`src/rtl/cdb_arb_pkg.sv`:
```
// rtl/cdb_arb_pkg.sv - shared Tomasulo constants, unit indices and CDB helpers
package cdb_arb_pkg;

    localparam int TAG_W     = 5;
    localparam int VAL_W     = 32;
    localparam int NUM_UNITS = 5;

    localparam logic [TAG_W-1:0] INVALID_TAG = 5'b11111;

    localparam int UNIT_ADD   = 0;
    localparam int UNIT_LOGIC = 1;
    localparam int UNIT_MUL   = 2;
    localparam int UNIT_LOAD  = 3;
    localparam int UNIT_STORE = 4;

    function automatic logic [2:0] next_idx(input logic [2:0] idx);
        return (idx >= 3'(NUM_UNITS - 1)) ? 3'd0 : idx + 3'd1;
    endfunction

    function automatic logic [2:0] popcount(input logic [NUM_UNITS-1:0] vec);
        logic [2:0] cnt;
        cnt = '0;
        for (int i = 0; i < NUM_UNITS; i++) begin
            cnt = cnt + 3'(vec[i]);
        end
        return cnt;
    endfunction

endpackage

```
`src/rtl/cdb_arb_if.sv`:
```
// rtl/cdb_arb_if.sv - functional-unit offers and CDB broadcast bundle
interface cdb_arb_if #(
    parameter int TAG_W = cdb_arb_pkg::TAG_W,
    parameter int VAL_W = cdb_arb_pkg::VAL_W
);
    logic             in_request_add,   in_request_logic, in_request_mul;
    logic             in_request_load,  in_request_store;
    logic [TAG_W-1:0] in_tag_add,       in_tag_logic,     in_tag_mul;
    logic [TAG_W-1:0] in_tag_load,      in_tag_store;
    logic [VAL_W-1:0] in_val_add,       in_val_logic,     in_val_mul;
    logic [VAL_W-1:0] in_val_load,      in_val_store;
    logic             out_ready_add,    out_ready_logic,  out_ready_mul;
    logic             out_ready_load,   out_ready_store;
    logic             out_grant_add,    out_grant_logic,  out_grant_mul;
    logic             out_grant_load,   out_grant_store;
    logic             out_broadcast;
    logic [TAG_W-1:0] out_tag;
    logic [VAL_W-1:0] out_val;
    logic [2:0]       out_pending;

    modport slave (
        input  in_request_add, in_request_logic, in_request_mul, in_request_load, in_request_store,
        input  in_tag_add, in_tag_logic, in_tag_mul, in_tag_load, in_tag_store,
        input  in_val_add, in_val_logic, in_val_mul, in_val_load, in_val_store,
        output out_ready_add, out_ready_logic, out_ready_mul, out_ready_load, out_ready_store,
        output out_grant_add, out_grant_logic, out_grant_mul, out_grant_load, out_grant_store,
        output out_broadcast, out_tag, out_val, out_pending
    );

    modport master (
        output in_request_add, in_request_logic, in_request_mul, in_request_load, in_request_store,
        output in_tag_add, in_tag_logic, in_tag_mul, in_tag_load, in_tag_store,
        output in_val_add, in_val_logic, in_val_mul, in_val_load, in_val_store,
        input  out_ready_add, out_ready_logic, out_ready_mul, out_ready_load, out_ready_store,
        input  out_grant_add, out_grant_logic, out_grant_mul, out_grant_load, out_grant_store,
        input  out_broadcast, out_tag, out_val, out_pending
    );

endinterface

```
`src/rtl/cdb_arb_rr_pick.sv`:
```
// rtl/cdb_arb_rr_pick.sv - combinational 5-way round-robin pick starting at ptr
module rr_pick
    import cdb_arb_pkg::*;
(
    input  logic [NUM_UNITS-1:0] valid,
    input  logic [2:0]           ptr,
    output logic [2:0]           winner,
    output logic                 any_valid
);

    logic [2:0] idx;

    always_comb begin
        winner    = '0;
        any_valid = 1'b0;
        idx       = ptr;
        for (int i = 0; i < NUM_UNITS; i++) begin
            if (!any_valid && valid[idx]) begin
                winner    = idx;
                any_valid = 1'b1;
            end
            idx = next_idx(idx);
        end
    end

endmodule

```
`src/rtl/cdb_arb.sv`:
```
// rtl/cdb_arb.sv - common data bus arbiter with one holding slot per functional unit
module cdb_arb
    import cdb_arb_pkg::*;
#(
    parameter int               TAG_W       = cdb_arb_pkg::TAG_W,
    parameter int               VAL_W       = cdb_arb_pkg::VAL_W,
    parameter logic [TAG_W-1:0] INVALID_TAG = cdb_arb_pkg::INVALID_TAG
) (
    input  logic      clk,
    input  logic      rst,
    cdb_arb_if.slave  bus
);

    logic [NUM_UNITS-1:0] req;
    logic [NUM_UNITS-1:0] accept;
    logic [NUM_UNITS-1:0] slot_valid;
    logic [NUM_UNITS-1:0] valid_next;
    logic [NUM_UNITS-1:0] grant;
    logic [TAG_W-1:0]     in_tag   [NUM_UNITS];
    logic [VAL_W-1:0]     in_val   [NUM_UNITS];
    logic [TAG_W-1:0]     slot_tag [NUM_UNITS];
    logic [VAL_W-1:0]     slot_val [NUM_UNITS];
    logic [2:0]           ptr;
    logic [2:0]           winner;
    logic                 any_valid;
    logic                 broadcast;
    logic [TAG_W-1:0]     bus_tag;
    logic [VAL_W-1:0]     bus_val;
    logic [2:0]           pending;

    always_comb begin
        req = '0;
        req[UNIT_ADD]   = bus.in_request_add;
        req[UNIT_LOGIC] = bus.in_request_logic;
        req[UNIT_MUL]   = bus.in_request_mul;
        req[UNIT_LOAD]  = bus.in_request_load;
        req[UNIT_STORE] = bus.in_request_store;
        in_tag[UNIT_ADD]   = bus.in_tag_add;
        in_tag[UNIT_LOGIC] = bus.in_tag_logic;
        in_tag[UNIT_MUL]   = bus.in_tag_mul;
        in_tag[UNIT_LOAD]  = bus.in_tag_load;
        in_tag[UNIT_STORE] = bus.in_tag_store;
        in_val[UNIT_ADD]   = bus.in_val_add;
        in_val[UNIT_LOGIC] = bus.in_val_logic;
        in_val[UNIT_MUL]   = bus.in_val_mul;
        in_val[UNIT_LOAD]  = bus.in_val_load;
        in_val[UNIT_STORE] = bus.in_val_store;
    end

    rr_pick u_pick (
        .valid     (slot_valid),
        .ptr       (ptr),
        .winner    (winner),
        .any_valid (any_valid)
    );

    // Acceptance looks only at the pre-edge slot state, so a slot being granted
    // this edge still reads full and cannot refill until the next edge.
    always_comb begin
        accept = '0;
        for (int u = 0; u < NUM_UNITS; u++) begin
            accept[u] = req[u] && !slot_valid[u] && (in_tag[u] != INVALID_TAG);
        end
        valid_next = slot_valid;
        if (any_valid) begin
            valid_next[winner] = 1'b0;
        end
        valid_next = valid_next | accept;
    end

    always_ff @(posedge clk) begin
        if (rst) begin
            slot_valid <= '0;
            ptr        <= '0;
            broadcast  <= 1'b0;
            bus_tag    <= INVALID_TAG;
            bus_val    <= '0;
            grant      <= '0;
            pending    <= '0;
        end else begin
            slot_valid <= valid_next;
            pending    <= popcount(valid_next);
            for (int u = 0; u < NUM_UNITS; u++) begin
                if (accept[u]) begin
                    slot_tag[u] <= in_tag[u];
                    slot_val[u] <= in_val[u];
                end
            end
            if (any_valid) begin
                broadcast       <= 1'b1;
                bus_tag         <= slot_tag[winner];
                bus_val         <= slot_val[winner];
                grant           <= '0;
                grant[winner]   <= 1'b1;
                ptr             <= next_idx(winner);
            end else begin
                broadcast <= 1'b0;
                bus_tag   <= INVALID_TAG;
                bus_val   <= '0;
                grant     <= '0;
            end
        end
    end

    assign bus.out_ready_add   = !slot_valid[UNIT_ADD];
    assign bus.out_ready_logic = !slot_valid[UNIT_LOGIC];
    assign bus.out_ready_mul   = !slot_valid[UNIT_MUL];
    assign bus.out_ready_load  = !slot_valid[UNIT_LOAD];
    assign bus.out_ready_store = !slot_valid[UNIT_STORE];
    assign bus.out_grant_add   = grant[UNIT_ADD];
    assign bus.out_grant_logic = grant[UNIT_LOGIC];
    assign bus.out_grant_mul   = grant[UNIT_MUL];
    assign bus.out_grant_load  = grant[UNIT_LOAD];
    assign bus.out_grant_store = grant[UNIT_STORE];
    assign bus.out_broadcast   = broadcast;
    assign bus.out_tag         = bus_tag;
    assign bus.out_val         = bus_val;
    assign bus.out_pending     = pending;

endmodule

```
`src/flat_wrapper.sv`:
```
// flat-port wrapper written by rule: the top's interface ports become plain ports
module cdb_arb_flat import cdb_arb_pkg::*;
#(
    parameter int               TAG_W       = cdb_arb_pkg::TAG_W,
    parameter int               VAL_W       = cdb_arb_pkg::VAL_W,
    parameter logic [TAG_W-1:0] INVALID_TAG = cdb_arb_pkg::INVALID_TAG
)
  (clk, rst, bus_in_request_add, bus_in_request_logic, bus_in_request_mul, bus_in_request_load, bus_in_request_store, bus_in_tag_add, bus_in_tag_logic, bus_in_tag_mul, bus_in_tag_load, bus_in_tag_store, bus_in_val_add, bus_in_val_logic, bus_in_val_mul, bus_in_val_load, bus_in_val_store, bus_out_ready_add, bus_out_ready_logic, bus_out_ready_mul, bus_out_ready_load, bus_out_ready_store, bus_out_grant_add, bus_out_grant_logic, bus_out_grant_mul, bus_out_grant_load, bus_out_grant_store, bus_out_broadcast, bus_out_tag, bus_out_val, bus_out_pending);
  cdb_arb_if #(.TAG_W(TAG_W), .VAL_W(VAL_W)) bus_i ();
  input  logic clk;
  input  logic rst;
  input wire logic [$bits(bus_i.in_request_add)-1:0] bus_in_request_add;
  input wire logic [$bits(bus_i.in_request_logic)-1:0] bus_in_request_logic;
  input wire logic [$bits(bus_i.in_request_mul)-1:0] bus_in_request_mul;
  input wire logic [$bits(bus_i.in_request_load)-1:0] bus_in_request_load;
  input wire logic [$bits(bus_i.in_request_store)-1:0] bus_in_request_store;
  input wire logic [$bits(bus_i.in_tag_add)-1:0] bus_in_tag_add;
  input wire logic [$bits(bus_i.in_tag_logic)-1:0] bus_in_tag_logic;
  input wire logic [$bits(bus_i.in_tag_mul)-1:0] bus_in_tag_mul;
  input wire logic [$bits(bus_i.in_tag_load)-1:0] bus_in_tag_load;
  input wire logic [$bits(bus_i.in_tag_store)-1:0] bus_in_tag_store;
  input wire logic [$bits(bus_i.in_val_add)-1:0] bus_in_val_add;
  input wire logic [$bits(bus_i.in_val_logic)-1:0] bus_in_val_logic;
  input wire logic [$bits(bus_i.in_val_mul)-1:0] bus_in_val_mul;
  input wire logic [$bits(bus_i.in_val_load)-1:0] bus_in_val_load;
  input wire logic [$bits(bus_i.in_val_store)-1:0] bus_in_val_store;
  output wire logic [$bits(bus_i.out_ready_add)-1:0] bus_out_ready_add;
  output wire logic [$bits(bus_i.out_ready_logic)-1:0] bus_out_ready_logic;
  output wire logic [$bits(bus_i.out_ready_mul)-1:0] bus_out_ready_mul;
  output wire logic [$bits(bus_i.out_ready_load)-1:0] bus_out_ready_load;
  output wire logic [$bits(bus_i.out_ready_store)-1:0] bus_out_ready_store;
  output wire logic [$bits(bus_i.out_grant_add)-1:0] bus_out_grant_add;
  output wire logic [$bits(bus_i.out_grant_logic)-1:0] bus_out_grant_logic;
  output wire logic [$bits(bus_i.out_grant_mul)-1:0] bus_out_grant_mul;
  output wire logic [$bits(bus_i.out_grant_load)-1:0] bus_out_grant_load;
  output wire logic [$bits(bus_i.out_grant_store)-1:0] bus_out_grant_store;
  output wire logic [$bits(bus_i.out_broadcast)-1:0] bus_out_broadcast;
  output wire logic [$bits(bus_i.out_tag)-1:0] bus_out_tag;
  output wire logic [$bits(bus_i.out_val)-1:0] bus_out_val;
  output wire logic [$bits(bus_i.out_pending)-1:0] bus_out_pending;
  assign bus_i.in_request_add = bus_in_request_add;
  assign bus_i.in_request_logic = bus_in_request_logic;
  assign bus_i.in_request_mul = bus_in_request_mul;
  assign bus_i.in_request_load = bus_in_request_load;
  assign bus_i.in_request_store = bus_in_request_store;
  assign bus_i.in_tag_add = bus_in_tag_add;
  assign bus_i.in_tag_logic = bus_in_tag_logic;
  assign bus_i.in_tag_mul = bus_in_tag_mul;
  assign bus_i.in_tag_load = bus_in_tag_load;
  assign bus_i.in_tag_store = bus_in_tag_store;
  assign bus_i.in_val_add = bus_in_val_add;
  assign bus_i.in_val_logic = bus_in_val_logic;
  assign bus_i.in_val_mul = bus_in_val_mul;
  assign bus_i.in_val_load = bus_in_val_load;
  assign bus_i.in_val_store = bus_in_val_store;
  assign bus_out_ready_add = bus_i.out_ready_add;
  assign bus_out_ready_logic = bus_i.out_ready_logic;
  assign bus_out_ready_mul = bus_i.out_ready_mul;
  assign bus_out_ready_load = bus_i.out_ready_load;
  assign bus_out_ready_store = bus_i.out_ready_store;
  assign bus_out_grant_add = bus_i.out_grant_add;
  assign bus_out_grant_logic = bus_i.out_grant_logic;
  assign bus_out_grant_mul = bus_i.out_grant_mul;
  assign bus_out_grant_load = bus_i.out_grant_load;
  assign bus_out_grant_store = bus_i.out_grant_store;
  assign bus_out_broadcast = bus_i.out_broadcast;
  assign bus_out_tag = bus_i.out_tag;
  assign bus_out_val = bus_i.out_val;
  assign bus_out_pending = bus_i.out_pending;
  cdb_arb #(.TAG_W(TAG_W), .VAL_W(VAL_W), .INVALID_TAG(INVALID_TAG)) u_core (.clk(clk), .rst(rst), .bus(bus_i));
endmodule
```
`config.mk`:
```
export PLATFORM = sky130hd
export DESIGN_NAME = cdb_arb_flat
export DESIGN_NICKNAME = d
export VERILOG_FILES = /design/src/rtl/cdb_arb_pkg.sv /design/src/rtl/cdb_arb_if.sv /design/src/rtl/cdb_arb_rr_pick.sv /design/src/rtl/cdb_arb.sv /design/src/flat_wrapper.sv
export SDC_FILE = /design/constraint.sdc
export NUM_CORES = 1
export LEC_CHECK = 0
export BUFFER_PORTS_ARGS = -buffer_cell sky130_fd_sc_hd__buf_2
export CAP_MARGIN = 20
export CORE_ASPECT_RATIO = 1.1
export CORE_MARGIN = 5
export CORE_UTILIZATION = 52
export DETAILED_ROUTE_END_ITERATION = 6
export GPL_ROUTABILITY_DRIVEN = 0
export GPL_TIMING_DRIVEN = 0
export PLACE_DENSITY = 0.74
export SLEW_MARGIN = 15
export SYNTH_ARGS = -nofsm -noshare
export SYNTH_HDL_FRONTEND = slang
export SYNTH_SLANG_ARGS = --single-unit
export TNS_END_PERCENT = 100
```
`constraint.sdc`:
```
create_clock -name clk -period 6.78 [get_ports clk]
set_input_delay 0 -clock clk [delete_from_list [all_inputs] [get_ports clk]]
set_output_delay 0 -clock clk [all_outputs]
set_load 0.02 [all_outputs]
```
---- Word level (Yosys, flattened, before mapping) ----
Memory sizes are Yosys's and may differ from the RTL's. A register that Yosys moved wholly into a read port is not among the register bits.
Index checks and enable logic that the tools add are counted.
storage, ports and cells
  register bits ........................... 17
  latch bits .............................. 0
  memory bits (read-only) ................. 0
  RAM bits ................................ 185
  bits of input ports ..................... 192
  output and inout bits ................... 51
  memories kept ........................... 2
memories
  name             depth  width  read ports  clocked after memory_dff  write ports  RTL line       source
  u_core.slot_val  5      32     1           1                         5            cdb_arb.sv:22  logic [VAL_W-1:0] slot_val [NUM_UNITS];
  u_core.slot_tag  5      5      1           1                         5            cdb_arb.sv:21  logic [TAG_W-1:0] slot_tag [NUM_UNITS];
cells by class
  multiplexer cells ....................... 44
  add/subtract/negate cells ............... 9
  bitwise operators ....................... 4
  equal/unequal tests ..................... 5
  shifts and indexed selects .............. 0
  magnitude comparators ................... 12
  div/mod/pow operators ................... 0
  reduce and logical (&&, ||, !) cells .... 25
  multipliers ............................. 0
operators by type and width
  kind                                                                number
  2-to-1 mux 3 bit                                                    10
  2-to-1 mux 1 bit                                                    27
  != test 5 bit (second input constant)                               5
  less-than comparator 3 x 4 -> 1 bit (second input constant)         6
  adder 3 x 1 -> 3 bit (second input constant)                        5
  binary-select mux 1 bit (select 3 bit)                              5
  greater-or-equal comparator 3 bit (second input constant)           5
  logical AND 1 bit                                                   15
  adder 3 x 1 -> 3 bit                                                3
  zero test 1 bit                                                     9
  bitwise AND 5 bit                                                   1
  2-to-1 mux 5 bit                                                    1
  NOT 5 bit                                                           1
  bitwise OR 5 bit                                                    1
  demux 1 bit (select 3 bit)                                          1
  greater-or-equal comparator 3 x 1 -> 1 bit (second input constant)  1
  adder 1 x 1 -> 2 bit                                                1
  OR reduction 2 bit                                                  1
  NOT 1 bit                                                           1

---- Longest topological paths before layout ----
Gate-level depths: netlist of the first run.
  depth in word-level cells ............... 27
  mapped depth ............................ 26

---- Modules after synthesis ----
A second synthesis of the first run with hierarchy kept.
second synthesis, totals
  cell total of the unflattened synthesis .. 611
  area, all modules ....................... 9305.2 um^2
modules (own cells, without submodules)
  module   seq. area each (um^2)  cells each  area each (um^2)  instances
  cdb_arb  6636.4                 530         8720.9            1
  rr_pick  0.0                    81          584.3             1

---- Least setup slack after synthesis of the first run ----
No wires, ideal clock.
  kind .................................... flip-flop to flip-flop
  start point ............................. register u_core.ptr[0]
  end point ............................... register u_core.pending[1] (netlist: u_core.bus.out_pending[1])
  path slack .............................. 0.900 ns
  buffers on the path ..................... 2
  stages on the path, launching flop included .. 26
  data arrival time ....................... 5.766 ns
  clock period less this slack ............ 5.880 ns
  cells stage by stage .................... dfxtp_1 > ha_1 > nor2b_1 > ha_1 > and2_1 > clkbuf_1 > ha_1 > o21ai_0 > inv_1 > ha_1 > nand2b_1 > a211oi_1 > a2111oi_2 > nor2_1 > mux2_2 > a211oi_4 > buf_4 > nand2_1 > o22a_1 > ha_1 > inv_1 > fa_1 > inv_1 > ha_1 > fa_1 > nor2b_1
between the ends
  cells in the longest elaborated chain, start to end .. 27
  elaborated cells between the ends (all ways) .. 53
  those cells by class .................... add/sub (8); order compare (6); mux (27); bitwise (3); reduce/logical (9)
ends and longest elaborated chain
  item                                                                           RTL line           source
  from (decl)                                                                    cdb_arb.sv:23      logic [2:0] ptr;
  from (signal assigned)                                                         cdb_arb.sv:95      ptr <= next_idx(winner);
  parallel branches: the longest is 21 deep, another holds adder 3 x 1 -> 3 bit  --
  2-to-1 mux 5 bit (*)                                                           cdb_arb.sv:65      if (any_valid) begin
  bitwise OR 5 bit (*)                                                           cdb_arb.sv:68      valid_next = valid_next | accept;
  via u_core.valid_next[0]                                                       cdb_arb.sv:17      logic [NUM_UNITS-1:0] valid_next;
  adder 1 x 1 -> 2 bit (*)                                                       cdb_arb_pkg.sv:24  cnt = cnt + 3'(vec[i]);
  adder 3 x 1 -> 3 bit (*) (3 in series)                                         cdb_arb_pkg.sv:24
  to (signal assigned)                                                           cdb_arb.sv:82      pending <= popcount(valid_next);
  to (decl)                                                                      cdb_arb.sv:29      logic [2:0] pending;
Mark *: on every way through the listed nets, which the timed path passes. The select of a mux whose other input is x is not followed.
A chain may end at the register's enable or synchronous reset.

---- Final worst setup path of the first run ----
Same ends and word-level chain as after synthesis.

==> flow_results.xml, run 1 <==
<?xml version="1.0" encoding="UTF-8"?>
<metrics>
  <group name="yosys">
    <metric name="post_synth_num_cell_types" unit="">63</metric>
    <metric name="synth_top_cell_by_area" unit="">sky130_fd_sc_hd__edfxtp_1</metric>
    <metric name="synth_cells" unit="">849</metric>
    <metric name="synth_ff_type" unit="">sky130_fd_sc_hd__edfxtp_1</metric>
    <metric name="synthesis.yosys.warnings" unit="">0</metric>
    <metric name="ys_top_cells_by_area" unit="">sky130_fd_sc_hd__edfxtp_1 53%, sky130_fd_sc_hd__dfxtp_1 10%, sky130_fd_sc_hd__o211ai_1 6.0%</metric>
    <metric name="register_area_share_after_synthesis" unit="">0.631</metric>
    <metric name="postSynthRegisterBits" unit="">239</metric>
    <metric name="ys_async_sr_fraction" unit="">0</metric>
    <metric name="syn_area_per_cell" unit="um^2">12.4</metric>
    <metric name="synth.cell_area" unit="mm^2">0.0105</metric>
    <metric name="number_of_enable_flip_flop_cells_after_synthesis" unit="">185</metric>
    <metric name="netlist.area_leader.share" unit="">0.528</metric>
    <metric name="synth_nets" unit="">1050</metric>
  </group>
  <group name="final_layout">
    <metric name="multi_input_comb_area" unit="mm^2">0.00355</metric>
    <metric name="layout.area.seq" unit="mm^2">0.00664</metric>
    <metric name="syn_to_final_growth" unit="%">41.8</metric>
    <metric name="share_of_layout_cells_above_drive_strength_1" unit="">0.265</metric>
    <metric name="nNetsFinal" unit="">1521</metric>
    <metric name="number_of_filler_cells_placed_in_the_layout" unit="">1257</metric>
    <metric name="final_core_utilization" unit="">0.751</metric>
  </group>
  <group name="floorplan">
    <metric name="top_level_ports" unit="">243</metric>
    <metric name="die_area" unit="mm^2">0.0232</metric>
    <metric name="die_height" unit="um">159</metric>
    <metric name="floorplan.initialDensity" unit="">0.529</metric>
    <metric name="floorplan.die.width" unit="um">146</metric>
    <metric name="rows" unit="">54</metric>
    <metric name="core_region_area" unit="mm^2">0.0199</metric>
  </group>
  <group name="timing">
    <metric name="setup_violations" unit="">0</metric>
    <metric name="tmin_final" unit="ns">6.35</metric>
    <metric name="grt_setup_unrepaired" unit="">false</metric>
    <metric name="fmax" unit="MHz">158</metric>
    <metric name="hold_viol_final" unit="">0</metric>
    <metric name="max_slew_margin" unit="">0.196</metric>
    <metric name="fin_tns_setup" unit="ns">0</metric>
    <metric name="slew_viol_final" unit="">0</metric>
    <metric name="period_share" unit="">0.936</metric>
    <metric name="finClkSkew" unit="ns">0.0136</metric>
    <metric name="max_slew.worst_pin.slew" unit="ns">1.20</metric>
  </group>
  <group name="min_path">
    <metric name="hold_class" unit="">input pin to flop</metric>
  </group>
  <group name="setup_path">
    <metric name="critical_path.endpoint_type" unit="">flop</metric>
    <metric name="setup.worst_path.class" unit="">flop to flop</metric>
    <metric name="arrival_time_of_data_at_the_critical_path_endpoint" unit="ns">6.76</metric>
    <metric name="critical_path_required" unit="ns">7.19</metric>
    <metric name="start_kind" unit="">flop</metric>
    <metric name="crit_fanout" unit="">10</metric>
  </group>
  <group name="global_route">
    <metric name="antenna_found_initial" unit="">2</metric>
    <metric name="track_usage" unit="">0.291</metric>
    <metric name="grt_start_max_net_pins" unit="">22</metric>
    <metric name="grt_overflow" unit="">0</metric>
    <metric name="first_global_vias" unit="">9668</metric>
    <metric name="grt_pass1_wl" unit="um">53800</metric>
  </group>
  <group name="clock_tree">
    <metric name="numClockSinks" unit="">239</metric>
    <metric name="cts_made_buffers" unit="">24</metric>
    <metric name="tritoncts_clock_tree" unit="">done</metric>
    <metric name="h-tree-depth" unit="">1</metric>
    <metric name="cts-root-to-sink-buffers" unit="">3</metric>
    <metric name="clkSlewWorstSetupHoldPaths" unit="ns">0.06</metric>
    <metric name="clock-root-buffer" unit="">sky130_fd_sc_hd__clkbuf_16</metric>
    <metric name="clk-insertion-delay-late" unit="ns">0.52</metric>
  </group>
  <group name="routing">
    <metric name="drt-initial-drc-count" unit="">966</metric>
    <metric name="num_vias" unit="">9125</metric>
    <metric name="drtAntennaViolNets" unit="">0</metric>
    <metric name="route.detailed.drc" unit="">0</metric>
    <metric name="drt_pass1_iterations" unit="">5</metric>
    <metric name="post_drt_wl_per_cell" unit="um">22.2</metric>
    <metric name="routed_via_density" unit="">5.73</metric>
    <metric name="wirelength" unit="um">35300</metric>
  </group>
  <group name="placed_design">
    <metric name="dp_hpwl" unit="um">21100</metric>
    <metric name="count_of_input_and_output_buffers" unit="">242</metric>
  </group>
  <group name="outcome">
    <metric name="outcome" unit="">complete, no violations</metric>
  </group>
  <group name="flow_run">
    <metric name="max-cap-violations" unit="">0</metric>
  </group>
</metrics>
final timing paths:
path / from / endpoint / slack (ns) / cells past startpoint
max: u_core.ptr[0] / u_core.bus.out_pending[1] / 0.43 / 25
min: bus_in_request_load / u_core.slot_valid[3] / 0.04 / 5
max reg2reg: u_core.ptr[0] / u_core.bus.out_pending[1] / 0.43 / 25
min reg2reg: u_core.slot_val[4][3] / u_core.bus.out_val[3] / 0.44 / 2
final cells by class:
| type | instances | share of cell area |
|---|---|---|
| multi-input cells | 531 | 0.238 |
| well taps | 252 | 0.0211 |
| flip-flops and latches | 239 | 0.445 |
| inverters | 16 | 0.00403 |
| clock inverters | 12 | 0.00897 |
| clock buffers | 32 | 0.0437 |
| repair buffers | 445 | 0.220 |
| plain buffers | 63 | 0.0190 |
| diodes | 2 | 0.000336 |
stage by stage:
stage          std cells  hold slack (ns)  area (um^2)  worst slack [ns]
6_report            1592           0.0399        14900             0.431
3_5_place_dp        1355            0.178        12200             0.193
5_1_grt             1592           0.0533        14900             0.134
2_1_floorplan        849           0.0716        10500             0.900
4_1_cts             1587           0.0199        14900             0.176
3_3_place_gp        1343            0.177        12000             0.287
state kept, by name (all words and copies together) (netlist names), 3 cells and up:
| register | count |
|---|---|
| u_core.bus.out_tag | 5 |
| u_core.slot_valid | 5 |
| u_core.grant | 5 |
| u_core.bus.out_val | 32 |
| u_core.ptr | 3 |
| u_core.bus.out_pending | 3 |
| u_core.slot_val | 160 |
| u_core.slot_tag | 25 |
synthesized netlist by cell type (3+ instances only):
master                     instances
sky130_fd_sc_hd__o211ai_2         29
sky130_fd_sc_hd__mux2i_1          40
sky130_fd_sc_hd__or3_1             7
sky130_fd_sc_hd__dfxtp_1          54
sky130_fd_sc_hd__nor2_1           16
sky130_fd_sc_hd__and3_1            6
sky130_fd_sc_hd__buf_6             4
sky130_fd_sc_hd__nand3_1           6
sky130_fd_sc_hd__ha_1              7
sky130_fd_sc_hd__nand2b_1          6
sky130_fd_sc_hd__a31oi_1           4
sky130_fd_sc_hd__clkbuf_1         48
sky130_fd_sc_hd__o211ai_1         84
sky130_fd_sc_hd__and2_1            5
sky130_fd_sc_hd__o21bai_1          3
sky130_fd_sc_hd__nand2_1         153
sky130_fd_sc_hd__inv_1            14
sky130_fd_sc_hd__buf_2             4
sky130_fd_sc_hd__mux2_2            5
sky130_fd_sc_hd__a211oi_1         40
sky130_fd_sc_hd__nor3_1            8
sky130_fd_sc_hd__o21a_1            3
sky130_fd_sc_hd__buf_4             3
sky130_fd_sc_hd__o22ai_1           3
sky130_fd_sc_hd__o21ai_0          45
sky130_fd_sc_hd__a21oi_1          11
sky130_fd_sc_hd__edfxtp_1        185
sky130_fd_sc_hd__nor2b_1           8
sky130_fd_sc_hd__buf_1             4
logic make-up after synthesis:
group,Yosys count,share of synthesized area
mux,45,0.0434
compound gates,251,0.187
simple gates,226,0.0941
buf+inv,79,0.0326
fa+ha+maj,9,0.0121
flops,239,0.631
cells in the final DEF (no fill, tap or decap), types with 4 or more instances in the layout:
| cell type | instances |
|---|---|
| sky130_fd_sc_hd__nand2b_1 | 6 |
| sky130_fd_sc_hd__nor2b_1 | 8 |
| sky130_fd_sc_hd__nor3_1 | 6 |
| sky130_fd_sc_hd__a211oi_1 | 40 |
| sky130_fd_sc_hd__dfxtp_1 | 54 |
| sky130_fd_sc_hd__nand2_1 | 153 |
| sky130_fd_sc_hd__and3_1 | 5 |
| sky130_fd_sc_hd__clkinv_2 | 5 |
| sky130_fd_sc_hd__o21ai_0 | 45 |
| sky130_fd_sc_hd__a21oi_1 | 11 |
| sky130_fd_sc_hd__buf_2 | 246 |
| sky130_fd_sc_hd__buf_6 | 7 |
| sky130_fd_sc_hd__ha_1 | 7 |
| sky130_fd_sc_hd__o211ai_2 | 29 |
| sky130_fd_sc_hd__nor2_1 | 15 |
| sky130_fd_sc_hd__o211ai_1 | 84 |
| sky130_fd_sc_hd__or3_1 | 7 |
| sky130_fd_sc_hd__edfxtp_1 | 185 |
| sky130_fd_sc_hd__and2_1 | 4 |
| sky130_fd_sc_hd__dlygate4sd3_1 | 188 |
| sky130_fd_sc_hd__nand3_1 | 6 |
| sky130_fd_sc_hd__clkbuf_16 | 25 |
| sky130_fd_sc_hd__buf_1 | 4 |
| sky130_fd_sc_hd__buf_4 | 12 |
| sky130_fd_sc_hd__clkbuf_1 | 55 |
| sky130_fd_sc_hd__mux2i_1 | 40 |
| sky130_fd_sc_hd__a31oi_1 | 4 |
| sky130_fd_sc_hd__inv_1 | 14 |
| sky130_fd_sc_hd__mux2_2 | 5 |
timing repair:
item	4_1_cts	5_1_grt
setup endpoints to repair	0	2
hold endpoints to repair	191	0
buffers inserted	0	2
gates resized for setup	0	1
hold buffers	188	0
per-layer routing:
layer | wire (um) | GRT usage
met1 | 12900 | 0.342
met2 | 18700 | 0.534
met3 | 2540 | 0.0547
met4 | 1120 | 0.101
met5 | 0 | 0
critical path, cell delays in order, from the launching register on:
cell and delay (ns):
sky130_fd_sc_hd__dfxtp_1 0.37, sky130_fd_sc_hd__ha_1 0.34, sky130_fd_sc_hd__nor2b_1 0.26, sky130_fd_sc_hd__ha_1 0.28, sky130_fd_sc_hd__and2_1 0.13, sky130_fd_sc_hd__clkbuf_1 0.15, sky130_fd_sc_hd__ha_1 0.31, sky130_fd_sc_hd__o21ai_0 0.18
sky130_fd_sc_hd__inv_1 0.09, sky130_fd_sc_hd__ha_1 0.33, sky130_fd_sc_hd__nand2b_1 0.16, sky130_fd_sc_hd__a211oi_1 0.34, sky130_fd_sc_hd__a2111oi_2 0.11, sky130_fd_sc_hd__nor2_2 0.28, sky130_fd_sc_hd__mux2_2 0.41, sky130_fd_sc_hd__a211oi_4 0.28
sky130_fd_sc_hd__buf_4 0.29, sky130_fd_sc_hd__nand2_1 0.11, sky130_fd_sc_hd__o22a_1 0.19, sky130_fd_sc_hd__ha_1 0.28, sky130_fd_sc_hd__inv_1 0.05, sky130_fd_sc_hd__fa_1 0.50, sky130_fd_sc_hd__inv_1 0.04, sky130_fd_sc_hd__ha_1 0.19
sky130_fd_sc_hd__fa_1 0.41, sky130_fd_sc_hd__nor2b_1 0.13
Power of run 1 is left out: the tool's default activity adds up to more than one toggle a clock period on the data nets, which glitch-free logic cannot reach.
==> run 2, diff against run 1 <==
--- a/config.mk
+++ b/config.mk
@@ -5,6 +5,7 @@
 export SDC_FILE = /design/constraint.sdc
 export NUM_CORES = 1
 export LEC_CHECK = 0
+export ABC_AREA = 1
 export BUFFER_PORTS_ARGS = -buffer_cell sky130_fd_sc_hd__buf_2
 export CAP_MARGIN = 20
 export CORE_ASPECT_RATIO = 1.1
@@ -13,9 +14,11 @@
 export DETAILED_ROUTE_END_ITERATION = 6
 export GPL_ROUTABILITY_DRIVEN = 0
 export GPL_TIMING_DRIVEN = 0
-export PLACE_DENSITY = 0.74
+export PLACE_DENSITY = 0.75
+export RECOVER_POWER = 100
 export SLEW_MARGIN = 15
 export SYNTH_ARGS = -nofsm -noshare
 export SYNTH_HDL_FRONTEND = slang
+export SYNTH_HIERARCHICAL = 1
 export SYNTH_SLANG_ARGS = --single-unit
 export TNS_END_PERCENT = 100
==> run 2 against run 1 <==
  * The run now ends with negative hold slack, max-capacitance violations, max-slew violations left
  * Fmax is 27% higher
  * Sequential share of layout area grew 3.6 points
  * First-iteration DRC count down 23%
  * Register-to-register slack improved by 1.3 ns
  * Count of clock-buffer cells in the layout rose by 2
  * Critical path depth down 3
  * Wire length shrank 4.6%
==> flow_results.xml, run 2 <==
<?xml version="1.0" encoding="UTF-8"?>
<metrics>
  <group name="setup_path">
    <metric name="slowest_delay" unit="ns">0.62</metric>
    <metric name="setup.worst_path.class" unit="">flop to flop</metric>
    <metric name="cp_common_cell" unit="">sky130_fd_sc_hd__inv_1</metric>
    <metric name="start_kind" unit="">flop</metric>
    <metric name="arrival_time_of_data_at_the_critical_path_endpoint" unit="ns">5.39</metric>
    <metric name="critical_path.endpoint_type" unit="">flop</metric>
    <metric name="crit_path_cell_trace" unit="">ha_1, inv_1, nor2_1, nand4_1, nand2_1, nor2_1, nand3_1, nand2_1, inv_1, nand3_1, clkbuf_1, nor2_1, clkbuf_1, nand2_1, o21bai_1, nand2_1, inv_1, fa_1, inv_1, fa_1, inv_1, nor2_1</metric>
    <metric name="crit_fanout" unit="">10</metric>
    <metric name="critical_path_required" unit="ns">7.15</metric>
    <metric name="cpMaxStageDelayCell" unit="">sky130_fd_sc_hd__clkbuf_1</metric>
  </group>
  <group name="global_route">
    <metric name="grt_pass1_wl" unit="um">50900</metric>
    <metric name="track_usage" unit="">0.304</metric>
    <metric name="grt_overflow" unit="">0</metric>
    <metric name="grt_start_max_net_pins" unit="">25</metric>
    <metric name="antenna_found_initial" unit="">1</metric>
    <metric name="first_global_vias" unit="">9601</metric>
  </group>
  <group name="yosys">
    <metric name="synth_nets" unit="">1119</metric>
    <metric name="synth.most_common_cell" unit="">sky130_fd_sc_hd__nand2_1</metric>
    <metric name="post_synth_num_cell_types" unit="">28</metric>
    <metric name="synthesis.yosys.warnings" unit="">6</metric>
    <metric name="ys_async_sr_fraction" unit="">0</metric>
    <metric name="syn_area_per_cell" unit="um^2">10.6</metric>
    <metric name="ys_top_cells_by_area" unit="">sky130_fd_sc_hd__edfxtp_1 57%, sky130_fd_sc_hd__dfxtp_1 11%, sky130_fd_sc_hd__nand2_1 9.2%</metric>
    <metric name="netlist.area_leader.share" unit="">0.568</metric>
    <metric name="top_post_synthesis_cells_by_count" unit="">239 x sky130_fd_sc_hd__nand2_1, 185 x sky130_fd_sc_hd__edfxtp_1, 102 x sky130_fd_sc_hd__inv_1</metric>
    <metric name="number_of_enable_flip_flop_cells_after_synthesis" unit="">185</metric>
    <metric name="synth_cells" unit="">922</metric>
    <metric name="synth_top_cell_by_area" unit="">sky130_fd_sc_hd__edfxtp_1</metric>
    <metric name="synth_ff_type" unit="">sky130_fd_sc_hd__edfxtp_1</metric>
    <metric name="postSynthRegisterBits" unit="">239</metric>
    <metric name="synth.cell_area" unit="mm^2">0.00978</metric>
    <metric name="register_area_share_after_synthesis" unit="">0.679</metric>
  </group>
  <group name="timing">
    <metric name="layout_setup_ws" unit="ns">1.77</metric>
    <metric name="finClkSkew" unit="ns">0.0130</metric>
    <metric name="slew_viol_final" unit="">102</metric>
    <metric name="hold_viol_final" unit="">1</metric>
    <metric name="holdWs" unit="ns">-0.0295</metric>
    <metric name="fin_tns_setup" unit="ns">0</metric>
    <metric name="max_slew_margin" unit="">-0.405</metric>
    <metric name="tmin_final" unit="ns">5.01</metric>
    <metric name="setup_violations" unit="">0</metric>
    <metric name="grt_setup_unrepaired" unit="">false</metric>
    <metric name="fmax" unit="MHz">199</metric>
    <metric name="period_share" unit="">0.740</metric>
    <metric name="max_slew.worst_pin.slew" unit="ns">2.10</metric>
  </group>
  <group name="clock_tree">
    <metric name="tritoncts_clock_tree" unit="">done</metric>
    <metric name="clk-insertion-delay-late" unit="ns">0.51</metric>
    <metric name="clkSlewWorstSetupHoldPaths" unit="ns">0.06</metric>
    <metric name="cts-root-to-sink-buffers" unit="">3</metric>
    <metric name="clock-root-buffer" unit="">sky130_fd_sc_hd__clkbuf_16</metric>
    <metric name="numClockSinks" unit="">239</metric>
    <metric name="cts_made_buffers" unit="">24</metric>
    <metric name="h-tree-depth" unit="">1</metric>
    <metric name="post_cts.repair.setup_buffers" unit="">0</metric>
  </group>
  <group name="final_layout">
    <metric name="final_core_utilization" unit="">0.747</metric>
    <metric name="top_register" unit="">u_core/slot_val</metric>
    <metric name="final_cell_count_no_fill" unit="">1645</metric>
    <metric name="top_library_cells_by_usage_in_the_layout_fill_and_taps_aside" unit="">239 x sky130_fd_sc_hd__nand2_1, 188 x sky130_fd_sc_hd__dlygate4sd3_1, 185 x sky130_fd_sc_hd__edfxtp_1, 178 x sky130_fd_sc_hd__buf_2, 118 x sky130_fd_sc_hd__clkbuf_1</metric>
    <metric name="syn_to_final_growth" unit="%">41.1</metric>
    <metric name="nNetsFinal" unit="">1580</metric>
    <metric name="number_of_filler_cells_placed_in_the_layout" unit="">1271</metric>
    <metric name="share_of_layout_cells_above_drive_strength_1" unit="">0.168</metric>
    <metric name="largest_register_ff_count" unit="">160</metric>
    <metric name="final_common_cell" unit="">sky130_fd_sc_hd__nand2_1</metric>
  </group>
  <group name="floorplan">
    <metric name="die_height" unit="um">154</metric>
    <metric name="rows" unit="">52</metric>
    <metric name="core_region_area" unit="mm^2">0.0185</metric>
    <metric name="top_level_ports" unit="">243</metric>
    <metric name="die_area" unit="mm^2">0.0216</metric>
    <metric name="floorplan.initialDensity" unit="">0.529</metric>
    <metric name="floorplan.die.width" unit="um">141</metric>
  </group>
  <group name="routing">
    <metric name="drtAntennaViolNets" unit="">0</metric>
    <metric name="num_vias" unit="">8886</metric>
    <metric name="post_drt_wl_per_cell" unit="um">20.5</metric>
    <metric name="routed_via_density" unit="">5.40</metric>
    <metric name="drt-initial-drc-count" unit="">744</metric>
    <metric name="wirelength" unit="um">33700</metric>
    <metric name="drt_pass1_iterations" unit="">7</metric>
    <metric name="route.detailed.drc" unit="">0</metric>
  </group>
  <group name="pwr">
    <metric name="power.density" unit="mW/mm^2">527</metric>
    <metric name="power.ir.vdd_worst" unit="mV">0.317</metric>
    <metric name="total_leakage_power" unit="nW">5.99</metric>
  </group>
  <group name="outcome">
    <metric name="outcome" unit="">finished, violations left</metric>
    <metric name="violations" unit="">negative hold slack, max-capacitance violations, max-slew violations</metric>
  </group>
  <group name="placed_design">
    <metric name="pre_cts_slack" unit="ns">2.60</metric>
    <metric name="count_of_input_and_output_buffers" unit="">242</metric>
    <metric name="dp.cells" unit="">1412</metric>
    <metric name="dp_hpwl" unit="um">19500</metric>
  </group>
  <group name="min_path">
    <metric name="hold_class" unit="">input pin to flop</metric>
  </group>
  <group name="flow_run">
    <metric name="max-cap-violations" unit="">8</metric>
  </group>
</metrics>
-- run 2: cell count changes after synthesis, sizes merged, moves of 42 or more --
cell    delta
a211oi    -42
inv       +94
o211ai   -113
o21ai     -42
nor2      +89
nand3     +62
nand4     +80
nand2     +94
-- run 2: through the flow --
stage	hold slack (ns)	area [um^2]	total power (W)
detailed placement	0.178	11400	0.00579
global placement	0.177	11300	0.00570
global route	-0.0135	13800	0.00767
finish	-0.0295	13800	0.00727
floorplan	0.0989	9780	0.00454
CTS	0.0224	14100	0.00718
-- run 2: area by class of cell --
| type | instances | area (um^2) | area share |
|---|---|---|---|
| sequential | 239 | 6640 | 0.481 |
| clock buffer | 34 | 659 | 0.0478 |
| multi-input combinational | 527 | 2460 | 0.178 |
| clock inverter | 10 | 97.6 | 0.00707 |
| tap | 243 | 304 | 0.0220 |
| inverter | 110 | 415 | 0.0301 |
| antenna | 1 | 2.50 | 0.000181 |
| timing repair buffer | 435 | 3000 | 0.217 |
| buffer | 46 | 224 | 0.0162 |
-- run 2: worst paths after layout --
path | from | to | slack, ns | cells past startpoint
worst max register to register | u_core/ptr[1] | u_core/bus.out_pending[0] | 1.77 | 22
worst min-delay path | bus_in_request_mul | u_core/slot_valid[2] | -0.03 | 4
worst min register to register | u_core/slot_tag[2][4] | u_core/bus.out_tag[4] | 0.49 | 2
worst max-delay path | u_core/ptr[1] | u_core/bus.out_pending[0] | 1.77 | 22
-- run 2: power breakdown --
group	switching, W	total (W)	internal [W]
registers	0.0000828	0.00190	0.00182
clock network	0.000533	0.00129	0.000752
logic	0.00295	0.00408	0.00113
total	0.00357	0.00727	0.00370
-- run 2: critical path: cells and delay by family (launching register included) --
family	cells	cell delay (ns)
fa+ha+maj	3	1.10
buf+inv	7	1.28
flops	1	0.51
compound gates	1	0.28
simple gates	11	1.72
-- run 2: repair_timing --
item	4_1_cts	5_1_grt
endpoints found under the hold margin	189	0
hold buffers	188	0
gates resized for setup	0	0
-- run 2: cell families after synthesis --
kind of cell / Yosys count / share of synthesized area
AOI/OAI and AO/OA: 17 / 0.0118
adders and majority gates: 5 / 0.00794
and+or+nand+nor: 505 / 0.233
buffers and inverters: 156 / 0.0682
DFF: 239 / 0.679
-- run 2: per-layer routing --
layer | part of all wire | track usage | wire length (um) | up-vias
li1 | - | - | - | 4018
met1 | 0.36 | 0.355 | 12000 | 4202
met2 | 0.52 | 0.551 | 17400 | 548
met3 | 0.086 | 0.0500 | 2890 | 118
met4 | 0.040 | 0.128 | 1360 | 0
met5 | 0 | 0 | 0 | -
Power figures use the tool's default switching activity.
